<file path="config.mk">
export PLATFORM = sky130hd
export DESIGN_NAME = pc_ret_stack
export DESIGN_NICKNAME = d
export VERILOG_FILES = /design/src/rtl/pc_ret_stack.sv
export SDC_FILE = /design/constraint.sdc
export NUM_CORES = 1
export LEC_CHECK = 0
export BUFFER_PORTS_ARGS = -buffer_cell sky130_fd_sc_hd__buf_2
export CAP_MARGIN = 0
export CORE_ASPECT_RATIO = 0.6
export CORE_MARGIN = 1.5
export CORE_UTILIZATION = 54
export DETAILED_ROUTE_END_ITERATION = 10
export PLACE_DENSITY = 0.72
export SYNTH_ARGS = -nofsm -noshare
export SYNTH_HDL_FRONTEND = slang
export SYNTH_SLANG_ARGS = --single-unit
</file>
<file path="constraint.sdc">
create_clock -name clk -period 3.9 [get_ports clk]
set_input_delay 0 -clock clk [delete_from_list [all_inputs] [get_ports clk]]
set_output_delay 0 -clock clk [all_outputs]
set_load 0.005 [all_outputs]
</file>
<file path="src/rtl/pc_ret_stack.sv">
// Return-address LIFO feeding the PC load port on CALL/RETURN.
// dout is registered so the pop cycle already sees the return address.
module pc_ret_stack #(
   parameter int NBITS = 8,
   parameter int SDEPT = 8,
   parameter int CBITS = $clog2(SDEPT+1)
) (
   input  logic             clk,
   input  logic             rst,
   input  logic             push,
   input  logic             pop,
   input  logic             flush,
   input  logic [NBITS-1:0] din,
   output logic [NBITS-1:0] dout,
   output logic [CBITS-1:0] cnt,
   output logic             empty,
   output logic             full,
   output logic             ovf,
   output logic             unf
);

   localparam int AW = (SDEPT > 1) ? $clog2(SDEPT) : 1;

   logic [NBITS-1:0] r_mem [SDEPT];
   logic [NBITS-1:0] r_dout;
   logic [CBITS-1:0] r_cnt;
   logic             r_ovf;
   logic             r_unf;

   logic             w_empty;
   logic             w_full;
   logic             w_one;
   logic [AW-1:0]    w_idx_push;
   logic [AW-1:0]    w_idx_top;
   logic [AW-1:0]    w_idx_below;
   logic             w_we;
   logic [AW-1:0]    w_waddr;
   logic             w_live;

   assign w_empty     = (r_cnt == '0);
   assign w_full      = (r_cnt == CBITS'(SDEPT));
   assign w_one       = (r_cnt == CBITS'(1));
   assign w_idx_push  = AW'(r_cnt);
   assign w_idx_top   = AW'(r_cnt - CBITS'(1));
   assign w_idx_below = AW'(r_cnt - CBITS'(2));
   assign w_live      = rst && !flush;

   // Same-cycle push+pop overwrites the top, or acts as a plain push when empty.
   always_comb begin
      w_we    = 1'b0;
      w_waddr = w_idx_push;
      if (w_live && push) begin
         if (pop && !w_empty) begin
            w_we    = 1'b1;
            w_waddr = w_idx_top;
         end else if (pop || !w_full) begin
            w_we    = 1'b1;
            w_waddr = w_idx_push;
         end
      end
   end

   always_ff @(posedge clk) begin
      if (w_we) r_mem[w_waddr] <= din;
   end

   always_ff @(posedge clk) begin
      if (!rst || flush) begin
         r_cnt  <= '0;
         r_dout <= '0;
         r_ovf  <= 1'b0;
         r_unf  <= 1'b0;
      end else if (push && pop) begin
         r_dout <= din;
         if (w_empty) r_cnt <= CBITS'(1);
      end else if (push) begin
         if (w_full) begin
            r_ovf <= 1'b1;
         end else begin
            r_cnt  <= r_cnt + CBITS'(1);
            r_dout <= din;
         end
      end else if (pop) begin
         if (w_empty) begin
            r_unf <= 1'b1;
         end else if (w_one) begin
            r_cnt  <= '0;
            r_dout <= '0;
         end else begin
            r_cnt  <= r_cnt - CBITS'(1);
            r_dout <= r_mem[w_idx_below];
         end
      end
   end

`ifdef __ICARUS__
   logic r_ovf_q;
   logic r_unf_q;
   always_ff @(posedge clk) begin
      r_ovf_q <= r_ovf;
      r_unf_q <= r_unf;
      if (r_ovf && !r_ovf_q) $display("pc_ret_stack: warning, stack overflow");
      if (r_unf && !r_unf_q) $display("pc_ret_stack: warning, stack underflow");
   end
`endif

   assign dout  = r_dout;
   assign cnt   = r_cnt;
   assign empty = w_empty;
   assign full  = w_full;
   assign ovf   = r_ovf;
   assign unf   = r_unf;

endmodule

</file>
Word-level counts from Yosys, hierarchy flattened
Memories as Yosys holds them, arrays and structs flattened.
Index checks and enable logic that the tools add are counted.
Widths: inputs -> output; s select.
Cells by class
  multiplexer cells: 20
  bitwise gates (word level): 2
  add/subtract/negate cells: 3
  reductions and logical operators: 16
  equal/unequal tests: 5
Operators with widths (count)
  $mux 8: 6
  $mux 4: 7
  $reduce_and 4->1: 2
  $mux 3: 2
  $ne 3x2->1 const B: 2
  $reduce_and 3->1: 2
  $mux 1: 5
  $add 4x1->4 const B: 1
  $eq 4x1->1 const B: 1
  $eq 4x4->1 const B: 1
  $logic_and 1x1->1: 4
  $logic_not 1->1: 4
  $logic_not 4->1: 1
  $sub 4x1->4 const B: 1
  $reduce_bool 3->1: 1
  $sub 3x2->3 const B: 1
  $logic_or 1x1->1: 2
  $ne 2x2->1 const B: 1
  $not 1->1: 2
Storage, ports and cells
  logic and storage cells: 51
  input bits: 13
  register bits: 14
  output and inout bits: 16
  memory bits (writable): 64
  memories: 1
Memories
  r_mem: depth 8, width 8, rd ports 1, clocked after Yosys merged registers in 0, write ports 1, RTL line 24  | logic [NBITS-1:0] r_mem [SDEPT];

Depth between registers and ports, before layout
  depth in word-level cells: 8
  mapped depth: 10
  gate-level depth less buffers: 7

Least setup slack after synthesis
No wires, ideal clock.
  kind: reg-to-reg
  from: register r_cnt[1], in the netlist cnt[1]
  to: memory r_mem[0][0], enable pin
  stages on the path, launching flop included: 11
  buffers on the path: 3
  period minus slack after synthesis: 2.752 ns
  library setup time: 0.373 ns
  slack: 1.148 ns
  data required time: 3.527 ns
  arrival time: 2.379 ns
  cells stage by stage: dfxtp_1 > buf_2 > buf_4 > inv_1 > ha_1 > or3b_1 > buf_6 > clkinv_8 > o21ai_0 > o2111ai_1 > nor2b_1
Between the ends
  elaborated cells on any way between the ends: 14
  those cells by class: add/sub: 1; eq/ne: 1; mux: 7; reduce/logical: 5
RTL lines
  start: declaration: RTL line 26  | logic [CBITS-1:0] r_cnt;
  start signal: assignment: RTL line 80  | r_cnt <= r_cnt + CBITS'(1);
  start signal: assignment: RTL line 90  | r_cnt <= r_cnt - CBITS'(1);
  $logic_not 4->1 (*): RTL line 40  | assign w_empty = (r_cnt == '0);
  via empty: RTL line 16  | output logic empty,
  $logic_not 1->1 (*): RTL line 53  | if (pop && !w_empty) begin
  $logic_and 1x1->1 (*): RTL line 53
  $mux 1: RTL line 53
  $mux 1: RTL line 52  | if (w_live && push) begin
  $mux 1: RTL line 64  | if (w_we) r_mem[w_waddr] <= din;
  $mux 1 (implied by the code): RTL line 64
  end: declaration: RTL line 24
Mark *: on every way through the listed nets, which the timed path passes. The rest lies on a longest branch.

Worst setup path after layout
  from: register r_cnt[0], in the netlist cnt[0]
  to: memory r_mem[2][3], enable pin
Between the ends
  longest elaborated chain between the ends: 8
  elaborated cells on any way between the ends: 14
  those cells by class: add/sub: 1; eq/ne: 1; mux: 7; reduce/logical: 5
RTL lines
  $eq 4x4->1: RTL line 41  | assign w_full = (r_cnt == CBITS'(SDEPT));
  $logic_not 1->1: RTL line 56  | end else if (pop || !w_full) begin
  $logic_or 1x1->1: RTL line 56
  $mux 1: RTL line 56
  $mux 1: RTL line 53
  $mux 1: RTL line 52
  $mux 1: RTL line 64
  $mux 1 (implied by the code): RTL line 64
Several ways; a longest one is shown, not always the timed one.

==> flow_summary.json <==
{
  "htree_levels": 3,
  "dp_slack_ns": 1.16,
  "start_util": 0.570,
  "crit_path_end_kind": "flip-flop",
  "wl_met3_um": 705,
  "diodes": 0,
  "worst_slew_pin_slew_ns": 0.812,
  "p_per_area_nw_per_um2": 411,
  "startpoint_type": "flip-flop",
  "finalSetupViolCount": 0,
  "cp_slowest_cell": "nor2_1",
  "grt_pass1_wl_um": 12400,
  "syn_inst": 247,
  "fin_crit_sh": 0.710,
  "layout_commonest_cell": "edfxtp_1",
  "dp_hpwl_um": 5250,
  "cts_buffers": 9,
  "synth_cell_type_count": 45,
  "vias_per_cell": 6.12,
  "port_buffers": 28,
  "crit_arrival_ns": 2.76,
  "cts_sinks": 78,
  "fillers": 432,
  "path_cells": "inv_1 > ha_1 > or3b_1 > o21ai_0 > o2111ai_1 > nor2_1",
  "core_um2": 6250,
  "wl_met2_um": 2940,
  "async_flop_share": 0,
  "syn_area_um2": 3560,
  "synth_area_leader_cell": "edfxtp_1",
  "ys_ff_latch": 78,
  "timing.critical_path.buf_inv": 1,
  "drive_above_1_share": 0.253,
  "ys_top_cells_by_area": "edfxtp_1 54%, mux4_2 10%, dfxtp_1 7.9%",
  "top_layer": "met4",
  "drt_iter0_markers": 236,
  "vias": 2281,
  "fin_hold_ws_ns": 0.129,
  "ys_seq_area_frac": 0.618,
  "finalCriticalPeriod_ns": 2.77,
  "antenna_found_initial": 0,
  "power_leakage_uw": 0.00141,
  "synth_edf_count": 64,
  "met1_length_um": 4000,
  "final_cell_mix": "64 x edfxtp_1, 28 x buf_2, 26 x nand2_1",
  "setup_ws_ns": 1.13,
  "total_power_uw": 1650,
  "rsz0062_at_grt": "no",
  "final_nets": 304,
  "num_rows": 22,
  "first_global_vias": 2166,
  "hold_start": "pop",
  "yosys_warnings": 0,
  "die_w_um": 108,
  "maxClockFrequency_mhz": 361,
  "required_ns": 3.89,
  "cp-startpoint": "cnt[0]",
  "syn_nets": 267,
  "cts_max_path_buffers": 2,
  "cp_top_family": "simple AND/OR/NAND/NOR gates",
  "synth_flop_cell": "edfxtp_1",
  "cpPeakStageDelay_ns": 0.60,
  "drtAntennaViolNets": 0,
  "status": "finished, final reports clean",
  "ir_worst_vdd_uv": 262,
  "ios": 29,
  "post_cts_buffers": 0,
  "rr_startpoint": "cnt[0]",
  "final_hold_viol_count": 0,
  "yosys.area.top_type_share": 0.540,
  "maxCapViolations": 0,
  "maxSlewViolCount": 0,
  "cts_root_buf": "clkbuf_8",
  "crit_type": "reg -> reg",
  "cp_max_fo": 13,
  "grt_overflow": 0,
  "wl_per_cell_um": 20.7,
  "avgSynthCellArea_um2": 14.4,
  "fp.dieH_um": 65.9,
  "skew_ns": 0.0118,
  "die_area_um2": 7110,
  "cts-hold-fix-buffers": 8,
  "wl_um": 7710,
  "hold_class": "in -> reg",
  "drc": 0,
  "drtPass1Iterations": 5,
  "clkLatencyLatePin_ns": 0.36,
  "syn2layout_area_growth_pct": 12.7,
  "place.gp.congestion": 0.849,
  "grtUsageTotal": 0.248,
  "grt_max_degree": 21,
  "clkTransAtPathRegs_ns": 0.08,
  "tns_ns": 0,
  "cts_resized": 0,
  "cts_tree": "built",
  "slew_headroom": 0.454
}
==> power by group <==
part / internal, µW / leakage (µW) / switching (µW)
combinational: 79.8 / 0.000638 / 122
clock: 231 / 0.0000797 / 294
sequential: 912 / 0.000690 / 8.97
==> final cells by class <==
class	instances	area (µm²)	share of cell area
multi-input cells	147	1240	0.309
clock inverters	5	33.8	0.00841
repair buffers	42	265	0.0661
inverters	6	35.0	0.00873
flip-flops and latches	78	2200	0.548
clock buffers	11	131	0.0327
well taps	84	105	0.0262
==> Yosys cell counts (3+ instances only) <==
cell,number
edfxtp_1,64
nand2_1,26
mux4_2,16
dfxtp_1,14
nor2_1,12
o2bb2ai_1,10
clkbuf_1,9
a221oi_1,8
and3_1,8
ha_1,7
a21oi_1,5
inv_1,5
nor2b_1,5
nor3_1,5
nand2b_1,4
o21ai_0,4
a31oi_1,3
buf_2,3
nand3_1,3
==> path summary, 6_finish.rpt <==
| check | end | slack (ns) | cells past startpoint |
|---|---|---|---|
| max | r_mem[2][3] | 1.13 | 6 |
| min | unf | 0.13 | 3 |
| max reg2reg | r_mem[2][3] | 1.13 | 6 |
| min reg2reg | unf | 0.47 | 2 |
==> registers in the layout, indices dropped and copies added, names as in the netlist <==
register,flops
ovf,1
dout,8
r_mem,64
cnt,4
unf,1
==> metal layers <==
metal / vias to the layer above / track usage
met5: - / 0
met4: 0 / 0.0740
met3: 6 / 0.0778
met2: 104 / 0.300
met1: 1113 / 0.411
li1: 1058 / -
==> cell families (layout without fill, tap and decap cells) <==
kind of cell    after synthesis  count (layout)  synth area share
simple gates                 80              80             0.120
flops                        78              78             0.618
compound gates               43              43             0.100
buf+inv                      22              64            0.0330
mux                          17              17             0.104
fa+ha+maj                     7               7            0.0246
==> metrics by stage <==
stage	util	cells	cell area, µm²
global placement	0.603	349	3770
detailed placement	0.603	349	3770
finish	0.643	373	4020
floorplan	-	247	3560
global route	0.643	373	4020
CTS	0.643	373	4020
==> tightest hold or removal path: stages <==
cell	delay, ns
buf_2	0.19
a31oi_1	0.20
nor2_1	0.05
No activity file was read; power rests on OpenSTA's default activity.
